**src/rtl/mem_port_arbiter_pkg.sv**
```systemverilog
// ============================================================================
// Module   : mem_port_arbiter_pkg
// Brief    : Message codes, channel ids and FSM state encoding shared by the
//            main-memory port arbiter and its bench.
// Revision : 1.0 - initial release
// ============================================================================
`default_nettype none

package mem_port_arbiter_pkg;

    localparam int          C_CODE_BITS = 3;

    localparam logic [C_CODE_BITS-1:0] NO_REQ  = 3'd0;
    localparam logic [C_CODE_BITS-1:0] R_REQ   = 3'd1;
    localparam logic [C_CODE_BITS-1:0] WB_REQ  = 3'd2;
    localparam logic [C_CODE_BITS-1:0] R_RESP  = 3'd4;
    localparam logic [C_CODE_BITS-1:0] WB_RESP = 3'd5;

    localparam logic CH_IFACE = 1'b0;
    localparam logic CH_LXB   = 1'b1;

    typedef enum logic [1:0] {
        IDLE  = 2'd0,
        BUSY  = 2'd1,
        DRAIN = 2'd2
    } arb_state_t;

endpackage

`default_nettype wire

```
**src/rtl/mem_port_arbiter_rr_arbiter2.sv**
```systemverilog
// ============================================================================
// Module   : rr_arbiter2
// Brief    : Two-way round-robin grant; combinational grant, registered pointer
//            moved to the channel other than the finishing owner on update.
// Revision : 1.0 - initial release
// ============================================================================
`default_nettype none

module rr_arbiter2
    import mem_port_arbiter_pkg::*;
(
    input  logic       clock,
    input  logic       reset,
    input  logic [1:0] req,
    input  logic       update,
    input  logic       owner,
    output logic [1:0] grant
);

    logic r_ptr;

    always_ff @(posedge clock or negedge reset) begin
        if (!reset) begin
            r_ptr <= CH_IFACE;
        end else if (update) begin
            r_ptr <= ~owner;
        end
    end

    // A lone requester wins regardless of where the pointer sits.
    always_comb begin
        grant = 2'b00;
        case (req)
            2'b01:   grant = 2'b01;
            2'b10:   grant = 2'b10;
            2'b11:   grant = (r_ptr == CH_LXB) ? 2'b10 : 2'b01;
            default: grant = 2'b00;
        endcase
    end

endmodule

`default_nettype wire

```
**src/rtl/mem_port_arbiter.sv**
```systemverilog
// ============================================================================
// Module   : mem_port_arbiter
// Brief    : Merges the L2 memory interface and L2 bypass onto one main-memory
//            port, one transaction at a time, routing responses to the owner.
// Revision : 1.0 - initial release
// ============================================================================
`default_nettype none

module mem_port_arbiter
    import mem_port_arbiter_pkg::*;
#(
    parameter int MSG_BITS       = 3,
    parameter int ADDRESS_WIDTH  = 32,
    parameter int DATA_WIDTH     = 32,
    parameter int TIMEOUT_CYCLES = 1024
) (
    input  logic                     clock,
    input  logic                     reset,
    input  logic [MSG_BITS-1:0]      interface2arb_msg,
    input  logic [ADDRESS_WIDTH-1:0] interface2arb_address,
    input  logic [DATA_WIDTH-1:0]    interface2arb_data,
    output logic [MSG_BITS-1:0]      arb2interface_msg,
    output logic [ADDRESS_WIDTH-1:0] arb2interface_address,
    output logic [DATA_WIDTH-1:0]    arb2interface_data,
    input  logic [MSG_BITS-1:0]      lxb2arb_msg,
    input  logic [ADDRESS_WIDTH-1:0] lxb2arb_address,
    input  logic [DATA_WIDTH-1:0]    lxb2arb_data,
    output logic [MSG_BITS-1:0]      arb2lxb_msg,
    output logic [ADDRESS_WIDTH-1:0] arb2lxb_address,
    output logic [DATA_WIDTH-1:0]    arb2lxb_data,
    output logic [MSG_BITS-1:0]      arb2mem_msg,
    output logic [ADDRESS_WIDTH-1:0] arb2mem_address,
    output logic [DATA_WIDTH-1:0]    arb2mem_data,
    input  logic [MSG_BITS-1:0]      mem2arb_msg,
    input  logic [ADDRESS_WIDTH-1:0] mem2arb_address,
    input  logic [DATA_WIDTH-1:0]    mem2arb_data,
    output logic                     timeout_err
);

    localparam logic [MSG_BITS-1:0] c_no_req   = MSG_BITS'(NO_REQ);
    localparam logic [15:0]         c_timeout  = 16'(TIMEOUT_CYCLES);
    localparam logic                c_wd_en    = (TIMEOUT_CYCLES != 0);

    arb_state_t r_state, w_state_next;
    logic       r_owner;
    logic [1:0] w_req, w_grant;
    logic       w_grant_en, w_resp_en, w_drain_done;
    logic [MSG_BITS-1:0] w_owner_msg;

    logic [MSG_BITS-1:0]      r_mem_msg,  r_if_msg,  r_lxb_msg;
    logic [ADDRESS_WIDTH-1:0] r_mem_addr, r_if_addr, r_lxb_addr;
    logic [DATA_WIDTH-1:0]    r_mem_data, r_if_data, r_lxb_data;
    logic [15:0]              r_wd_cnt, w_wd_inc;
    logic                     r_timeout;

    assign w_req       = {lxb2arb_msg != c_no_req, interface2arb_msg != c_no_req};
    assign w_owner_msg = (r_owner == CH_LXB) ? lxb2arb_msg : interface2arb_msg;
    assign w_wd_inc    = (r_wd_cnt == 16'hFFFF) ? r_wd_cnt : r_wd_cnt + 16'd1;

    rr_arbiter2 u_rr (
        .clock  (clock),
        .reset  (reset),
        .req    (w_req),
        .update (w_drain_done),
        .owner  (r_owner),
        .grant  (w_grant)
    );

    always_ff @(posedge clock or negedge reset) begin
        if (!reset) begin
            r_state <= IDLE;
        end else begin
            r_state <= w_state_next;
        end
    end

    always_comb begin
        w_state_next = r_state;
        w_grant_en   = 1'b0;
        w_resp_en    = 1'b0;
        w_drain_done = 1'b0;
        case (r_state)
            IDLE: begin
                if (|w_grant) begin
                    w_grant_en   = 1'b1;
                    w_state_next = BUSY;
                end
            end
            BUSY: begin
                if (mem2arb_msg != c_no_req) begin
                    w_resp_en    = 1'b1;
                    w_state_next = DRAIN;
                end
            end
            DRAIN: begin
                if (w_owner_msg == c_no_req) begin
                    w_drain_done = 1'b1;
                    w_state_next = IDLE;
                end
            end
            default: w_state_next = IDLE;
        endcase
    end

    always_ff @(posedge clock or negedge reset) begin
        if (!reset) begin
            r_owner    <= CH_IFACE;
            r_mem_msg  <= '0;
            r_mem_addr <= '0;
            r_mem_data <= '0;
            r_if_msg   <= '0;
            r_if_addr  <= '0;
            r_if_data  <= '0;
            r_lxb_msg  <= '0;
            r_lxb_addr <= '0;
            r_lxb_data <= '0;
        end else begin
            if (w_grant_en) begin
                r_owner <= w_grant[1];
                if (w_grant[1]) begin
                    r_mem_msg  <= lxb2arb_msg;
                    r_mem_addr <= lxb2arb_address;
                    r_mem_data <= lxb2arb_data;
                end else begin
                    r_mem_msg  <= interface2arb_msg;
                    r_mem_addr <= interface2arb_address;
                    r_mem_data <= interface2arb_data;
                end
            end
            if (w_resp_en) begin
                r_mem_msg  <= '0;
                r_mem_addr <= '0;
                r_mem_data <= '0;
                if (r_owner == CH_LXB) begin
                    r_lxb_msg  <= mem2arb_msg;
                    r_lxb_addr <= mem2arb_address;
                    r_lxb_data <= mem2arb_data;
                end else begin
                    r_if_msg   <= mem2arb_msg;
                    r_if_addr  <= mem2arb_address;
                    r_if_data  <= mem2arb_data;
                end
            end
            if (w_drain_done) begin
                r_if_msg   <= '0;
                r_if_addr  <= '0;
                r_if_data  <= '0;
                r_lxb_msg  <= '0;
                r_lxb_addr <= '0;
                r_lxb_data <= '0;
            end
        end
    end

    // Watchdog only flags a stuck memory; the transaction keeps waiting.
    always_ff @(posedge clock or negedge reset) begin
        if (!reset) begin
            r_wd_cnt  <= '0;
            r_timeout <= 1'b0;
        end else if (w_grant_en) begin
            r_wd_cnt <= '0;
        end else if (r_state == BUSY) begin
            r_wd_cnt <= w_wd_inc;
            if (c_wd_en && (w_wd_inc == c_timeout)) begin
                r_timeout <= 1'b1;
            end
        end
    end

    assign arb2mem_msg           = r_mem_msg;
    assign arb2mem_address       = r_mem_addr;
    assign arb2mem_data          = r_mem_data;
    assign arb2interface_msg     = r_if_msg;
    assign arb2interface_address = r_if_addr;
    assign arb2interface_data    = r_if_data;
    assign arb2lxb_msg           = r_lxb_msg;
    assign arb2lxb_address       = r_lxb_addr;
    assign arb2lxb_data          = r_lxb_data;
    assign timeout_err           = r_timeout;

endmodule

`default_nettype wire

```
**config.mk**
```make
export PLATFORM = sky130hd
export DESIGN_NAME = mem_port_arbiter
export DESIGN_NICKNAME = d
export VERILOG_FILES = /design/src/rtl/mem_port_arbiter_pkg.sv /design/src/rtl/mem_port_arbiter_rr_arbiter2.sv /design/src/rtl/mem_port_arbiter.sv
export SDC_FILE = /design/constraint.sdc
export NUM_CORES = 1
export LEC_CHECK = 0
export BUFFER_PORTS_ARGS = -buffer_cell sky130_fd_sc_hd__buf_2
export CAP_MARGIN = 10
export CORE_AREA = 3 3 155 157
export DETAILED_ROUTE_END_ITERATION = 12
export DIE_AREA = 0 0 158 160
export HOLD_SLACK_MARGIN = 0.08
export PLACE_DENSITY_LB_ADDON = 0.08
export SETUP_SLACK_MARGIN = 0.2
export SLEW_MARGIN = 5
export SYNTH_ARGS = -nofsm -noshare
export SYNTH_HDL_FRONTEND = slang
export SYNTH_SLANG_ARGS = --single-unit
```
**constraint.sdc**
```tcl
create_clock -name clock -period 2.6 [get_ports clock]
set_input_delay 0.39 -clock clock [delete_from_list [all_inputs] [get_ports clock]]
set_output_delay 0.39 -clock clock [all_outputs]
set_load 0.01 [all_outputs]
```
==> flow_summary.toml, run 1 <==
[floorplan]
dieArea_sq_um = 25300
ios = 405
die_h_um = 160
core_area_sq_um = 22600
num_rows = 55
initial_utilization = 0.435
die_w_um = 158

[worst_setup_path]
cp_cell_sequence = "ha_2, nand3_4, or4_2, a211oi_2, a31oi_1, o41ai_2"
slowest_delay_ns = 0.69
worstPathMaxFanout = 8
cp.arrival_ns = 2.62
cpMaxStageDelayCell = "or4_2"
crit_type = "register to register"
start_kind = "register"
end_kind = "register"
worstPathRequired_ns = 3.00

[global_routing]
grt_max_degree = 140
grt_usage = 0.243
antenna_found_initial = 7
grt_pass1_wl_mm = 49.5
grt_pass1_vias = 9021
grt_overflow = 0

[sta]
period_share = 0.855
finalHoldViolations = 0
setup_viol = 0
drv_slew = 0
rsz0062_at_grt = "no"
setup_tns_ns = 0
clock.fmax_mhz = 450
whs_ns = 0.121
tightest_slew_ns = 0.793
clock_skew_ns = 0.00650
slew_headroom = 0.472
period_minus_slack_ns = 2.22

[final_layout]
syn2layout_area_growth_pct = 33.6
seq_area_sq_um = 5560
nFillCells = 2092
multi_input_area_sq_um = 3990
stdcell_count = 1741
drive_above_1_share = 0.340
nets = 1639

[route]
vias_per_cell = 5.20
dr_wl_met3_mm = 2.42
met1_length_mm = 12.7
drt-initial-drc-count = 553
num_vias = 9060
drc = 0
wl_met2_mm = 16.0
top_layer = "met5"
drtAntennaViolNets = 0
drtPass1Iterations = 7
wire_per_inst_um = 18.4
wirelength_mm = 32.0

[hold_path]
hold_path.class = "primary input to register"

[placement]
place_inst = 1691
place.gp.congestion = 0.846
dp.final_hpwl_mm = 22.7
portBuffers = 404

[cts]
htree_num_levels = 1
clk_pin_slew_ns = 0.06
numCtsBuffers = 25
cts_max_path_buffers = 3
root_buffer = "clkbuf_16"
clkSinkCount = 222
cts_tree = "yes"
clk_latency_ns = 0.50

[yosys]
yosysTopAreaCell = "dfrtp_1"
ys.flop_type = "dfrtp_1"
yosysUniqueCellTypes = 51
syn_inst = 1057
synth_seq_cells = 222
yosys-top-cells-count = "nand2_1 (281), dfrtp_1 (222), a21oi_1 (145), o21ai_0 (81), nand3_1 (74)"
yosysMostFrequentCell = "nand2_1"
synth.avg_cell_area_sq_um = 9.32
synth_edf_count = 0
syn_area_sq_um = 9850
synth-seq-area-share = 0.564
ys.warnings.count = 0
synth_top_area_frac = 0.564
async_reset_ff_frac = 1.00
ys_top_cells_by_area = "dfrtp_1 (56%), nand2_1 (11%), a21oi_1 (7.4%)"
syn_nets = 1261

[power]
pwr_density_cell_nw_per_um2 = 1150
p_leak_nw = 6.48
power_w = 0.0152
ir_drop_uv = 553

[run_status]
status = "finished, final reports clean"

[job]
cap_violations = 0
==> cell usage in the layout (no fill, tap or decap), drive strengths merged, types with 2 or more instances in the layout <==
cell	count
buf	434
nand2	281
dfrtp	222
a21oi	145
o21ai	82
nand3	74
mux2i	69
clkbuf	37
nor2	15
nor3	12
diode	7
or3	7
nand4	6
inv	5
a31oi	5
a211oi	5
clkinv	4
nor4	3
and2	3
a22o	3
and3	3
nor2b	2
nand2b	2
or4	2
a311oi	2
a21o	2
o31ai	2
xnor2	2
a2111oi	2
o41ai	2
==> metal layers <==
| layer | track usage | vias to the layer above |
|---|---|---|
| met5 | 0 | - |
| met4 | 0.0759 | 2 |
| met3 | 0.0637 | 53 |
| met2 | 0.421 | 315 |
| met1 | 0.297 | 4300 |
| li1 | - | 4390 |
==> path summary, 6_finish.rpt <==
kind / startpoint / to / slack (ns) / depth (start not counted)
worst max-delay path: r_wd_cnt[0]$_DFFE_PN0P_ / timeout_err$_DFFE_PN0P_ / 0.38 / 6
min in group asynchronous: reset / arb2interface_address[21]$_DFFE_PN0P_ / 0.40 / 2
worst max register to register: r_wd_cnt[0]$_DFFE_PN0P_ / timeout_err$_DFFE_PN0P_ / 0.38 / 6
max in group asynchronous: reset / arb2lxb_address[5]$_DFFE_PN0P_ / 1.40 / 3
worst min-delay path: mem2arb_address[0] / arb2interface_address[0]$_DFFE_PN0P_ / 0.12 / 3
worst min register to register: arb2mem_address[17]$_DFFE_PN0P_ / arb2mem_address[17]$_DFFE_PN0P_ / 0.49 / 2
==> what timing repair did <==
item                       in CTS  in global routing
hold endpoints to repair       55                  0
buffers inserted                0                  1
hold buffers                    1                  0
pin swaps                       0                  3
setup endpoints to repair       1                  2
resized for setup               1                  5
==> layout make-up <==
type / instances / area share
flip-flops and latches: 222 / 0.422
well taps: 285 / 0.0271
multi-input cells: 746 / 0.303
diodes: 7 / 0.00133
clock buffers: 37 / 0.0563
inverters: 5 / 0.00143
clock inverters: 4 / 0.00152
repair buffers: 435 / 0.187
==> power breakdown <==
group | internal, W | switching (W) | total [W]
clock network | 0.00195 | 0.00135 | 0.00330
logic | 0.00240 | 0.00380 | 0.00620
registers | 0.00491 | 0.000763 | 0.00567
total | 0.00925 | 0.00592 | 0.0152
==> flip-flops by register name, summed over array words and instances, names as in the netlist, 16 cells and up <==
register / cells
arb2interface_data: 32
arb2mem_data: 32
arb2lxb_data: 32
r_wd_cnt: 16
arb2interface_address: 32
arb2mem_address: 32
arb2lxb_address: 32
==> critical path, delay by kind of cell (launching register included) <==
family                   cells  cell delay (ns)
flip-flops                   1             0.41
AND/OR/NAND/NOR              2             0.81
adder cells (fa/ha/maj)      1             0.26
AO/OA/AOI/OAI                3             0.64
==> stage by stage <==
step	instance area (sq um)	setup WS (ns)	util
2_1_floorplan	9850	0.465	-
3_3_place_gp	12300	0.292	0.544
3_5_place_dp	12300	0.187	0.544
4_1_cts	13100	0.250	0.579
5_1_grt	13200	0.243	0.581
6_report	13200	0.378	0.581
==> cells by family after synthesis <==
logic type               synth area share
AO/OA/AOI/OAI                       0.143
adder cells (fa/ha/maj)           0.00127
XOR/XNOR                          0.00178
flip-flops                          0.564
multiplexers                       0.0713
buffers and inverters              0.0386
AND/OR/NAND/NOR                     0.180
Note: power is estimated with default switching activity, not from simulation.
==> inputs of run 2 (changes only) <==
Settings changed: CORE_AREA 3 3 155 157 to 3 3 158 160, CTS_BUF_LIST set to sky130_fd_sc_hd__clkbuf_8, DIE_AREA 0 0 158 160 to 0 0 161 163.
==> flow_summary.toml, run 2 (synthesis results as in run 1) <==
[route]
drtAntennaViolNets = 0
num_vias = 9196
wire_per_inst_um = 17.5
drtPass1Iterations = 5
vias_per_cell = 5.01
wirelength_mm = 32.1
drc = 0
drt-initial-drc-count = 746

[cts]
numCtsBuffers = 39
cts_max_path_buffers = 3
root_buffer = "clkbuf_8"
cts_tree = "yes"
clk_latency_ns = 0.53
clk_pin_slew_ns = 0.06
htree_num_levels = 2
clkSinkCount = 222

[sta]
clock_skew_ns = 0.0100
finalHoldViolations = 0
setup_tns_ns = 0
period_minus_slack_ns = 2.21
setup_viol = 0
clock.fmax_mhz = 452
period_share = 0.851
rsz0062_at_grt = "no"
whs_ns = 0.110
tightest_slew_ns = 0.738
drv_slew = 0
slew_headroom = 0.508

[worst_setup_path]
cp.arrival_ns = 2.64
setup.worst_path.start = "r_wd_cnt[1]$_DFFE_PN0P_"
path_buf_inv = 0
worstPathRequired_ns = 3.03
slowest_delay_ns = 0.68
critical-path-top-delay-family = "simple AND/OR/NAND/NOR gates"
regToRegStartpoint = "r_wd_cnt[1]$_DFFE_PN0P_"
end_kind = "register"
crit_type = "register to register"
cp_cell_sequence = "ha_2, nand3_2, or4_2, a211oi_1, a31oi_1, o41ai_2"
cpMaxStageDelayCell = "or4_2"
start_kind = "register"
worstPathMaxFanout = 6

[power]
pwr_density_cell_nw_per_um2 = 1120
ir_drop_uv = 462
p_leak_nw = 6.69

[global_routing]
grt_usage = 0.237
grt_pass1_wl_mm = 49.8
grt_max_degree = 84
grt_overflow = 0
antenna_found_initial = 7
grt_pass1_vias = 8925

[floorplan]
core_area_sq_um = 23500
num_rows = 56
dieArea_sq_um = 26200
die_h_um = 163
die_w_um = 161
initial_utilization = 0.418
ios = 405

[final_layout]
drive_above_1_share = 0.335
stdcell_count = 1837
syn2layout_area_growth_pct = 37.3
nets = 1690
final_cell_mix = "buf_2 (403), nand2_1 (279), dfrtp_1 (222)"
final_common_cell = "buf_2"

[placement]
place_inst = 1723
place.gp.congestion = 0.876
dp.final_hpwl_mm = 22.5
portBuffers = 404

[job]
cap_violations = 0

[hold_path]
hold_path.class = "primary input to register"
min_from = "mem2arb_data[9]"

[run_status]
status = "finished, final reports clean"
==> run 2: changes by cell type in the layout (fill, tap and decap cells not counted), moves of 5 or more <==
cell | previous run | this run
clkbuf_16 | 25 | 0
clkbuf_1 | 5 | 0
inv_1 | 5 | 20
clkbuf_8 | 7 | 45
dlygate4sd3_1 | 1 | 39
==> run 2: layout make-up <==
type                    instances  area, sq um
fillers                      2193        10000
flip-flops and latches        222         5560
multi-input cells             746         3960
repair buffers                472         2800
clock buffers                  45          619
well taps                     319          399
clock inverters                22          148
inverters                       5         18.8
diodes                          6         15.0
==> run 2: metal layers <==
layer | share of wire | wire length (um) | vias to the layer above | track usage
li1 | - | - | 4499 | -
met1 | 0.39 | 12700 | 4304 | 0.293
met2 | 0.50 | 16100 | 328 | 0.404
met3 | 0.079 | 2530 | 59 | 0.0674
met4 | 0.022 | 709 | 6 | 0.0735
met5 | 0.0013 | 41 | - | 0
==> run 2: worst paths after layout <==
path | endpoint | slack (ns) | cells past startpoint
max reg2reg | timeout_err$_DFFE_PN0P_ | 0.39 | 6
min | arb2interface_data[9]$_DFFE_PN0P_ | 0.11 | 3
max in group asynchronous | arb2mem_address[19]$_DFFE_PN0P_ | 1.40 | 3
min reg2reg | timeout_err$_DFFE_PN0P_ | 0.48 | 2
min in group asynchronous | arb2interface_address[31]$_DFFE_PN0P_ | 0.39 | 2
max | timeout_err$_DFFE_PN0P_ | 0.39 | 6
==> run 2: tightest hold or removal path, delay by kind of cell <==
kind / cells / cell delay (ns)
AOI/OAI and AO/OA: 1 / 0.05
buffers and inverters: 1 / 0.10
and+or+nand+nor: 1 / 0.05
==> run 2: repair_timing <==
item	4_1_cts	5_1_grt
gates resized for setup	0	3
endpoints found under the hold margin	107	0
hold buffers	39	0
endpoints found under the setup margin	0	5
buffers inserted	0	2
==> run 2: through the flow <==
step	utilization	total power, W	area, sq um	setup slack, ns
floorplan	-	0.00916	9850	0.465
global placement	0.523	0.0119	12300	0.317
detailed placement	0.523	0.0120	12300	0.209
CTS	0.573	0.0153	13500	0.201
global route	0.574	0.0163	13500	0.255
finish	0.574	0.0151	13500	0.386
==> run 2: report_power, final <==
group          internal (W)  leakage [nW]  switching (W)  total, W
combinational       0.00245          3.42        0.00381   0.00626
clock               0.00177         0.448        0.00143   0.00321
sequential          0.00491          2.83       0.000758   0.00566
